## src/rtl/core_pkg.sv

```systemverilog
// Shared core types: register/data widths, write-back source indices and the
// buffered write-back entry format.
package core_pkg;

  localparam int REG_W   = 5;
  localparam int DATA_W  = 32;
  localparam int NUM_SRC = 3;

  typedef enum logic [1:0] {
    SRC_ALU = 2'd0,
    SRC_FPU = 2'd1,
    SRC_MEM = 2'd2
  } src_e;

  typedef struct packed {
    logic              fmode;
    logic [REG_W-1:0]  ridx;
    logic [DATA_W-1:0] data;
  } wb_entry_t;

  // Round-robin successor: alu -> fpu -> mem -> alu.
  function automatic src_e src_next(input src_e s);
    case (s)
      SRC_ALU: return SRC_FPU;
      SRC_FPU: return SRC_MEM;
      default: return SRC_ALU;
    endcase
  endfunction

  // Integer x0 is hardwired; such writes are consumed but never strobed.
  function automatic logic is_null_write(input wb_entry_t e);
    return (!e.fmode) && (e.ridx == '0);
  endfunction

endpackage

```

## src/rtl/wb_fifo.sv

```systemverilog
// Per-source write-back FIFO. Count-based full/empty; ready is derived from the
// registered count only, so a same-cycle pop never re-opens a full FIFO.
module wb_fifo
  import core_pkg::*;
#(
  parameter int DEPTH = 2
) (
  input  logic      clk,
  input  logic      rst_i,
  input  logic      push_i,
  input  wb_entry_t push_data_i,
  output logic      ready_o,
  input  logic      pop_i,
  output logic      empty_o,
  output wb_entry_t head_o
);

  localparam int AW = (DEPTH > 1) ? $clog2(DEPTH) : 1;
  localparam int CW = $clog2(DEPTH + 1);

  wb_entry_t     mem_q [DEPTH];
  logic [AW-1:0] wr_ptr_q;
  logic [AW-1:0] rd_ptr_q;
  logic [CW-1:0] count_q;
  logic [CW-1:0] count_d;
  logic          do_push;
  logic          do_pop;

  assign ready_o = (count_q < CW'(DEPTH));
  assign empty_o = (count_q == '0);
  assign head_o  = mem_q[rd_ptr_q];
  assign do_push = push_i && ready_o;
  assign do_pop  = pop_i && !empty_o;

  always_comb begin
    count_d = count_q;
    case ({do_push, do_pop})
      2'b10:   count_d = count_q + CW'(1);
      2'b01:   count_d = count_q - CW'(1);
      default: count_d = count_q;
    endcase
  end

  // Pointers wrap naturally because DEPTH is a power of two.
  always_ff @(posedge clk) begin
    if (rst_i) begin
      wr_ptr_q <= '0;
      rd_ptr_q <= '0;
      count_q  <= '0;
    end else begin
      if (do_push) wr_ptr_q <= wr_ptr_q + AW'(1);
      if (do_pop)  rd_ptr_q <= rd_ptr_q + AW'(1);
      count_q <= count_d;
    end
  end

  always_ff @(posedge clk) begin
    if (do_push) mem_q[wr_ptr_q] <= push_data_i;
  end

endmodule

```

## src/rtl/writeback_arbiter.sv

```systemverilog
// Merges alu/fpu/mem write-back streams onto one register-file write port.
// Handshake: a source transfer happens on a rising edge where x_valid && x_ready.
module writeback_arbiter
  import core_pkg::*;
#(
  parameter int DEPTH = 2
) (
  input  logic              clk,
  input  logic              rstn,
  input  logic              alu_valid,
  output logic              alu_ready,
  input  logic              alu_fmode,
  input  logic [REG_W-1:0]  alu_reg,
  input  logic [DATA_W-1:0] alu_data,
  input  logic              fpu_valid,
  output logic              fpu_ready,
  input  logic              fpu_fmode,
  input  logic [REG_W-1:0]  fpu_reg,
  input  logic [DATA_W-1:0] fpu_data,
  input  logic              mem_valid,
  output logic              mem_ready,
  input  logic              mem_fmode,
  input  logic [REG_W-1:0]  mem_reg,
  input  logic [DATA_W-1:0] mem_data,
  output logic              wenable,
  output logic              wfmode,
  output logic [REG_W-1:0]  wreg,
  output logic [DATA_W-1:0] wdata,
  output logic              busy
);

  logic [NUM_SRC-1:0] src_valid;
  logic [NUM_SRC-1:0] src_ready;
  logic [NUM_SRC-1:0] src_empty;
  logic [NUM_SRC-1:0] src_pop;
  wb_entry_t          src_in   [NUM_SRC];
  wb_entry_t          src_head [NUM_SRC];

  src_e               rr_q;
  src_e               rr_d;
  src_e               cand1;
  src_e               cand2;
  src_e               grant_idx;
  logic               grant_vld;
  wb_entry_t          gnt_entry;

  logic               wen_q;
  logic               wen_d;
  logic               wfmode_q;
  logic [REG_W-1:0]   wreg_q;
  logic [DATA_W-1:0]  wdata_q;

  assign src_valid = {mem_valid, fpu_valid, alu_valid};
  assign src_in[0] = {alu_fmode, alu_reg, alu_data};
  assign src_in[1] = {fpu_fmode, fpu_reg, fpu_data};
  assign src_in[2] = {mem_fmode, mem_reg, mem_data};

  assign alu_ready = src_ready[0];
  assign fpu_ready = src_ready[1];
  assign mem_ready = src_ready[2];

  for (genvar g = 0; g < NUM_SRC; g++) begin : g_src
    wb_fifo #(
      .DEPTH(DEPTH)
    ) u_fifo (
      .clk        (clk),
      .rst_i      (rstn),
      .push_i     (src_valid[g]),
      .push_data_i(src_in[g]),
      .ready_o    (src_ready[g]),
      .pop_i      (src_pop[g]),
      .empty_o    (src_empty[g]),
      .head_o     (src_head[g])
    );
  end

  // rr_q names the source with highest priority this cycle.
  always_comb begin
    cand1     = src_next(rr_q);
    cand2     = src_next(cand1);
    grant_vld = 1'b1;
    grant_idx = rr_q;
    if (!src_empty[rr_q]) begin
      grant_idx = rr_q;
    end else if (!src_empty[cand1]) begin
      grant_idx = cand1;
    end else if (!src_empty[cand2]) begin
      grant_idx = cand2;
    end else begin
      grant_vld = 1'b0;
    end
    gnt_entry = src_head[grant_idx];

    src_pop = '0;
    if (grant_vld) src_pop[grant_idx] = 1'b1;

    rr_d  = grant_vld ? src_next(grant_idx) : rr_q;
    wen_d = grant_vld && !is_null_write(gnt_entry);
  end

  always_ff @(posedge clk) begin
    if (rstn) begin
      rr_q     <= SRC_ALU;
      wen_q    <= 1'b0;
      wfmode_q <= 1'b0;
      wreg_q   <= '0;
      wdata_q  <= '0;
    end else begin
      rr_q  <= rr_d;
      wen_q <= wen_d;
      // Data fields hold their last real write across idle and x0 slots.
      if (wen_d) begin
        wfmode_q <= gnt_entry.fmode;
        wreg_q   <= gnt_entry.ridx;
        wdata_q  <= gnt_entry.data;
      end
    end
  end

  assign wenable = wen_q;
  assign wfmode  = wfmode_q;
  assign wreg    = wreg_q;
  assign wdata   = wdata_q;
  assign busy    = (~&src_empty) | wen_q;

endmodule

```

## config.mk

```make
export PLATFORM = sky130hd
export DESIGN_NAME = writeback_arbiter
export DESIGN_NICKNAME = d
export VERILOG_FILES = /design/src/rtl/core_pkg.sv /design/src/rtl/wb_fifo.sv /design/src/rtl/writeback_arbiter.sv
export SDC_FILE = /design/constraint.sdc
export NUM_CORES = 1
export LEC_CHECK = 0
export CORE_MARGIN = 1
export CORE_UTILIZATION = 50
export DETAILED_ROUTE_END_ITERATION = 8
export GPL_ROUTABILITY_DRIVEN = 0
export PLACE_DENSITY = 0.74
export RECOVER_POWER = 100
export SYNTH_ARGS = -nofsm -noshare
export SYNTH_HDL_FRONTEND = slang
export SYNTH_HIERARCHICAL = 1
export SYNTH_SLANG_ARGS = --single-unit
```

## constraint.sdc

```tcl
create_clock -name clk -period 8.04 [get_ports clk]
set_clock_uncertainty 0.15 [all_clocks]
set_input_delay 2.01 -clock clk [delete_from_list [all_inputs] [get_ports clk]]
set_output_delay 2.01 -clock clk [all_outputs]
set_load 0.02 [all_outputs]
```

; ---- Yosys cells after proc, flatten, opt, wreduce, memory -nomap -nowiden
; Memory sizes are Yosys's and may differ from the RTL's. A register that Yosys moved wholly into a read port is not among the register bits.
; Cells that the tools add are included.
[totals]
ff_bits = 53
ramBits = 228
inputBits = 119
output_inout_bits = 43
memories = 3
[memory_table]
columns = name, depth, word_bits, rd, rd_clocked_by_memory_dff, wr, line_no
row1 = g_src[0].u_fifo.mem_q, 2, 38, 1, 1, 1, wb_fifo.sv:21  ; wb_entry_t mem_q [DEPTH];
row2 = g_src[1].u_fifo.mem_q, 2, 38, 1, 1, 1, wb_fifo.sv:21
row3 = g_src[2].u_fifo.mem_q, 2, 38, 1, 1, 1, wb_fifo.sv:21
[classes]
addsub = 12
magnitude_cmp = 9
eq_ne = 9
muxes = 36
n_bitwise = 2
reduce_logical = 26
[op_table]
columns = cell, n
row1 = $bmux 38 s2, 1
row2 = $mux 38, 2
row3 = $pmux 2 s2, 6
row4 = $mux 1, 19
row5 = $eq 2x1->1 const B, 6
row6 = $logic_not 2->1, 6
row7 = $lt 2x3->1 const B, 4
row8 = $logic_and 1x1->1, 9
row9 = $add 1x1->1 const B, 6
row10 = $add 2x1->2 const B, 3
row11 = $bmux 1 s2, 3
row12 = $eq 2x2->1 const B, 3
row13 = $logic_not 1->1, 6
row14 = $lt 2x2->1 const B, 3
row15 = $mux 2, 3
row16 = $reduce_bool 2->1, 3
row17 = $sub 2x1->2 const B, 3
row18 = $logic_not 5->1, 1
row19 = $ge 3x3->1 const B, 1
row20 = $mux 3, 1
row21 = $not 2->3, 1
row22 = $reduce_and 3->1, 1
row23 = $demux 1 s2, 1
row24 = $ge 2x1->1 const B, 1
row25 = $or 1x1->1, 1

; ---- Longest topological paths before layout
; Gate-level depths: netlist of run 1.
[logic_depth]
word_depth = 17
mapped_depth = 14
ltp_nobuf = 11

; ---- Cells and area by module
; The synthesis of run 1 kept the hierarchy.
[by_module_without_submodules]
columns = mod, instances, cells_each, area_per_inst_um2
row1 = wb_fifo, 3, 141, 2945.3
row2 = writeback_arbiter, 1, 265, 2523.7

; ---- Least setup slack after synthesis of run 1
; Ideal clock, no wire load.
[synth_path]
path_kind = input-to-reg
from = in alu_valid
to = mem g_src[0].u_fifo/mem_q[0][0] (netlist bit), enable pin
setup_time_ns = 0.433
t_arrival_ns = 3.715
path_slack_ns = 3.742
path_stages = 2
path_cell_list = nand2b_1 nor2_1
[synth_between]
elab_chain_len = 3
[synth_rtl]
columns = element, line_no
row1 = "start, declared", writeback_arbiter.sv:10  ; input logic alu_valid,
row2 = $logic_and 1x1->1, wb_fifo.sv:32  ; assign do_push = push_i && ready_o;
row3 = $mux 1, wb_fifo.sv:58  ; if (do_push) mem_q[wr_ptr_q] <= push_data_i;
row4 = $mux 1 (implied by the code), wb_fifo.sv:58
row5 = "end, declared", wb_fifo.sv:21
; No other way between the ends.

; ---- Worst setup path in the final report of run 1
[layout_path]
from = in mem_valid
to = mem g_src[2].u_fifo/mem_q[0][19] (netlist bit), enable pin
[layout_between]
elab_chain_len = 3
[layout_rtl]
columns = element, line_no
row1 = "start, declared", writeback_arbiter.sv:20  ; input logic mem_valid,
row2 = $logic_and 1x1->1, wb_fifo.sv:32
row3 = $mux 1, wb_fifo.sv:58
row4 = $mux 1 (implied by the code), wb_fifo.sv:58
row5 = "end, declared", wb_fifo.sv:21
; No other way between the ends.

==> reports/summary.txt, run 1 <==
status - complete, but fails checks
failing checks - DRC, capacitance limit, slew limit
Synth Area in Adders - 0.430%
Initial Util - 51.6%
Max Fclk - 181 MHz
largest area contributor in the netlist - edfxtp_1
worst vdd ir - 0.328 mV
synthesis-to-finish area growth - 22.6%
# setup viols final - 0
FP Rows - 54
LEAKAGE - 4.90 nW
Power Dens Cells - 373 mW/mm^2
final hold violations - 0
Syn Nets - 810
share of layout cells above drive strength 1 - 20.0%
Mapped Cells - 688
Residual DRC - 5
Mapped Area - 0.0114 sq mm
total CTS buffers - 28
mux cell area share after synthesis - 15.5%
Synth top cells by count - edfxtp_1 (228), mux2_2 (114), nor2_1 (62), dfxtp_1 (56), a222oi_1 (37)
placed inst area - 0.0131 sq mm
Worst-Skew Late Latency - 0.54 ns
post-cts hold buffer count - 0
worst hold path type - reg2reg
Setup TNS - 0 ns
Post-Synth Simple-Gate Area - 5.40%
RSZ-0062 raised after global routing - no
htree depth - 1
per-cell routed wire length - 21.7 um
Worst Setup End Kind - flip-flop
Die Y - 153 um
first-pass GRT wire length - 38.0 mm
CTS tree - built
antenna viol nets, final - 0
Max-slew headroom - -167%
Post-synth ARST share - 0%
clock sink count - 284
Main synth FF type - edfxtp_1
dpl hpwl - 15.4 mm
Post-synth EDFFs - 228
DR vias - 6418
critical path class - in2reg
XOR/XNOR share of the synthesized area - 0.925%
crit start category - primary input
core area - 0.0220 sq mm
critical path required time - 7.94 ns
nets@finish - 964
Routed WL - 24.9 mm
All-Layer GR Usage - 21.4%
initial antenna violation count - 1
Design Area, Final - 0.0139 sq mm
placed cell count - 1092
syn avg cell area - 16.5 sq um
CTS Buffer Depth - 3
post-CTS resize count - 0
DRT iter0 DRCs - 557
synth top area cells - edfxtp_1 (60%), mux2_2 (11%), dfxtp_1 (9.9%), mux2_4 (3.8%), a222oi_1 (3.3%)
die width - 153 um
register area share after synthesis - 70.1%
Clock transition at path regs - 0.06 ns
largest family of logic cells by synthesized area - multiplexers
max cap viols - 7
Final min period - 5.52 ns
Root Buffer - clkbuf_16
synth unique cells - 39
most frequent cell after synthesis - edfxtp_1
IO buf count - 161
Yosys reg bits - 284
Synth top area share - 60.3%
period utilization - 68.7%
Inserted Diodes - 0
Non-Filler Instances - 1144
Yosys warnings - 6
vias per inst - 5.61
grt ovf - 0
Crit Path Max Fanout - 38
vias in the first global route - 6809
critical path arrival - 5.42 ns
Post-CTS Setup Bufs - 0
Synth Area in Compound Gates - 5.06%
Pins Over Slew Limit - 324
Initial DRT Pass Iterations - 9
die area - 0.0233 sq mm
largest net degree at the start of global routing - 90
Worst Tran Pin Value - 4.00 ns
Top Ports - 162
cells by family after synthesis:
family,after synthesis
AOI/OAI and AO/OA,71
xor gates and xnor gates,12
adders and majority gates,4
buffers and inverters,47
DFF,284
muxes,147
and+or+nand+nor,123
registers in the layout (all words and copies together) (netlist names), named ones only:
| name | count |
|---|---|
| wenable | 1 |
| wfmode | 1 |
| g_src.u_fifo/wr_ptr_q | 3 |
| wdata | 32 |
| g_src.u_fifo/mem_q | 228 |
| g_src.u_fifo/rd_ptr_q | 3 |
| g_src.u_fifo/count_q | 6 |
| rr_q | 2 |
| wreg | 5 |
where the power goes:
part           leakage [nW]  internal [W]  switching (W)
Sequential             2.60       0.00195       0.000198
Clock                 0.466      0.000772       0.000526
Combinational          1.84      0.000775       0.000968
Total                  4.90       0.00350        0.00169
layer usage:
| layer | share of wire (%) | GRT usage [%] | vias up |
|---|---|---|---|
| li1 | - | - | 2951 |
| met1 | 43 | 29.0 | 3169 |
| met2 | 49 | 36.2 | 264 |
| met3 | 6.9 | 3.61 | 32 |
| met4 | 1.3 | 4.71 | 2 |
| met5 | 0.052 | 0 | - |
placed cells by master (no fill, tap or decap), drive strengths merged, types with 2 or more instances in the layout:
cell         instances
nor2b               36
a21oi               18
inv                  6
nand4bb              2
dlygate4sd3        160
nand2                2
and2                 2
buf                  3
nor2                62
o21a                 3
nand3                7
nand2b               4
clkbuf              44
dfxtp               56
clkinvlp             2
or3                  3
ha                   3
mux2               147
edfxtp             228
xor2                 6
xnor2                6
a222oi              37
o21ai                5
clkinv               7
and3                 3
final cells by class:
type,instances,area [sq um]
tap,280,350
clock inverter,10,78.8
multi-input combinational,357,3010
timing repair buffer,165,1630
clock buffer,42,865
fill,1555,8090
inverter,6,22.5
sequential,284,7970
final timing paths:
check	startpoint	endpoint	slack, ns	depth (start not counted)
setup / recovery	mem_valid	g_src[2].u_fifo/mem_q[0][19]$_DFFE_PP_	2.52	3
hold / removal	g_src[0].u_fifo/rd_ptr_q$_SDFFE_PP0P_	g_src[0].u_fifo/rd_ptr_q$_SDFFE_PP0P_	0.37	2
setup reg to reg	g_src[2].u_fifo/count_q[1]$_SDFFE_PP0P_	wdata[17]$_SDFFE_PP0P_	3.83	8
hold reg to reg	g_src[0].u_fifo/rd_ptr_q$_SDFFE_PP0P_	g_src[0].u_fifo/rd_ptr_q$_SDFFE_PP0P_	0.37	2
critical path, stage by stage:
cell and delay, ns:
dlygate4sd3_1 0.55, nand2b_1 0.13, nor2_1 2.71
per-stage QoR:
| step | power (W) | hold WS, ns | setup WS (ns) | utilization [%] |
|---|---|---|---|---|
| floorplan | 0.00357 | 0.331 | 3.74 | - |
| global placement | 0.00402 | 0.349 | 3.90 | 59.6 |
| detailed placement | 0.00409 | 0.358 | 3.80 | 59.6 |
| CTS | 0.00539 | 0.372 | 3.36 | 63.9 |
| global route | 0.00545 | 0.400 | 2.32 | 63.3 |
| finish | 0.00519 | 0.375 | 2.52 | 63.3 |
(Power assumes the default switching activity.)
==> inputs of run 2 (changes only) <==
clock period = 5.5 ns   (was 8.04 ns; I/O delays follow)
==> run 2 against run 1 <==
  * Critical endpoint is now g_src[2].u_fifo/mem_q[0][30]$_DFFE_PP_
  * Worst hold slack lost 0.0016 ns
  * Sequential share of layout area shrank 0.44 points
  * Combinational power grew 50%
  * Utilization grew 0.49 points
  * The run still ends with DRC, capacitance limit, slew limit left
  * Die area is the same
  * Sequential power grew 45%
  * Largest power group unchanged
  * First-iteration DRC count grew 13%
  * Non-clock buffer count grew 3
  * Cell count grew 0.52%
  * Critical path depth grew 1
  * Count of clock-buffer cells in the layout shrank 10
  * Power grew 50%
==> reports/summary.txt, run 2 (synthesized netlist as in run 1, its figures left out) <==
Initial Util - 51.6%
post-CTS resize count - 0
Die Y - 153 um
Sw Ratio - 32.8%
Multi-input gate area - 0.00301 sq mm
max cap viols - 7
Non-Filler Instances - 1150
total CTS buffers - 29
RSZ-0062 raised after global routing - no
Clock transition at path regs - 0.06 ns
share of layout cells above drive strength 1 - 20.6%
# setup viols final - 0
Top Ports - 162
worst setup margin - 0.742 ns
DRT iter0 DRCs - 627
CP peak stage delay - 2.01 ns
Int Pwr - 0.00524 W
core area - 0.0220 sq mm
Pins Over Slew Limit - 279
DR vias - 6628
crit start category - primary input
Max-slew headroom - -165%
Worst Setup End Kind - flip-flop
antenna viol nets, final - 0
critical path required time - 5.52 ns
Initial DRT Pass Iterations - 8
worst vdd ir - 0.361 mV
max reg flops - 228
nets@finish - 968
Top Family by Delay on Critical Path - simple AND/OR/NAND/NOR gates
commonest cells after routing, fill and taps aside - edfxtp_1 (228), dlygate4sd3_1 (160), mux2_2 (114)
critical path arrival - 4.78 ns
die area - 0.0233 sq mm
All-Layer GR Usage - 21.6%
clock sink count - 284
Filler Cells Inserted - 1619
post-cts hold buffer count - 0
Post-CTS Setup Bufs - 0
die width - 153 um
Setup WS pre-CTS - 1.27 ns
vias per inst - 5.76
placed cell count - 1095
period utilization - 86.5%
Logic pwr share - 33.5%
failing checks - DRC, capacitance limit, slew limit
Reg area - 0.00797 sq mm
slowest CP cell - nor2_1
Setup TNS - 0 ns
Buf+Inv Stages, Crit Path - 2
grt ovf - 0
Residual DRC - 8
Net Sw Power - 0.00256 W
CTS Buffer Depth - 3
Worst Tran Pin Value - 3.97 ns
dpl hpwl - 15.9 mm
most common cell after layout, fill and taps aside - edfxtp_1
critical path class - in2reg
Root Buffer - clkbuf_16
Routed WL - 25.2 mm
synthesis-to-finish area growth - 23.6%
per-cell routed wire length - 21.9 um
sequential power share - 39.9%
status - complete, but fails checks
LEAKAGE - 4.94 nW
worst hold path type - reg2reg
htree depth - 1
Power Dens Cells - 555 mW/mm^2
Critical Path, Cell by Cell - dlygate4sd3_1 > nand2b_1 > nor2_1 > clkbuf_1
Worst-Skew Late Latency - 0.54 ns
Crit Path Max Fanout - 27
FP Rows - 54
vias in the first global route - 6992
clock share of power - 26.5%
largest net degree at the start of global routing - 90
first-pass GRT wire length - 38.6 mm
CTS tree - built
Top reg by flops - g_src.u_fifo/mem_q
Final min period - 4.76 ns
IO buf count - 161
final hold violations - 0
initial antenna violation count - 1
Max Fclk - 210 MHz
==> run 2: cell type report <==
| class | instances | area share [%] |
|---|---|---|
| Clock inverter | 22 | 1.88 |
| Tap cell | 280 | 2.50 |
| Sequential cell | 284 | 56.8 |
| Multi-Input combinational cell | 357 | 21.4 |
| Clock buffer | 32 | 5.54 |
| Timing Repair Buffer | 168 | 11.7 |
| Inverter | 6 | 0.160 |
| Antenna cell | 1 | 0.0178 |
==> run 2: power by group through the flow <==
stage,combinational (W),sequential (W),clock (W)
after floorplan,0.00211,0.00311,0
after global placement,0.00273,0.00312,0
after detailed placement,0.00284,0.00315,0
after CTS,0.00287,0.00311,0.00210
after global routing,0.00282,0.00316,0.00219
final,0.00261,0.00311,0.00207
==> run 2: final timing paths <==
kind,start,end,slack [ns],cells after the start
setup / recovery,mem_valid,g_src[2].u_fifo/mem_q[0][30]$_DFFE_PP_,0.74,4
hold / removal,g_src[1].u_fifo/rd_ptr_q$_SDFFE_PP0P_,g_src[1].u_fifo/rd_ptr_q$_SDFFE_PP0P_,0.37,2
setup reg to reg,g_src[2].u_fifo/count_q[1]$_SDFFE_PP0P_,wdata[10]$_SDFFE_PP0P_,1.24,8
hold reg to reg,g_src[1].u_fifo/rd_ptr_q$_SDFFE_PP0P_,g_src[1].u_fifo/rd_ptr_q$_SDFFE_PP0P_,0.37,2
==> run 2: per-layer routing <==
| metal | share of wire (%) | GRT usage (%) | up-vias |
|---|---|---|---|
| met5 | 0 | 0 | - |
| met2 | 48 | 36.3 | 338 |
| li1 | - | - | 2962 |
| met1 | 42 | 28.9 | 3283 |
| met3 | 7.8 | 3.53 | 45 |
| met4 | 1.9 | 7.02 | 0 |
==> run 2: worst register-to-register path, stage by stage, from the launching register on <==
cell,delay (ns)
dfxtp_1,0.35
nor2_1,0.48
nand2_1,0.13
maj3_2,0.35
o22ai_4,0.95
a222oi_1,0.39
and2_1,0.30
a21o_2,0.56
mux2_1,0.48
==> run 2: stage by stage <==
| stage | area (sq um) | util [%] | power (W) | hold slack, ns |
|---|---|---|---|---|
| detailed placement | 13100 | 59.7 | 0.00599 | 0.350 |
| CTS | 14200 | 64.4 | 0.00808 | 0.370 |
| global route | 14000 | 63.7 | 0.00816 | 0.408 |
| finish | 14000 | 63.7 | 0.00780 | 0.373 |
| floorplan | 11400 | - | 0.00522 | 0.331 |
| global placement | 13100 | 59.7 | 0.00585 | 0.348 |
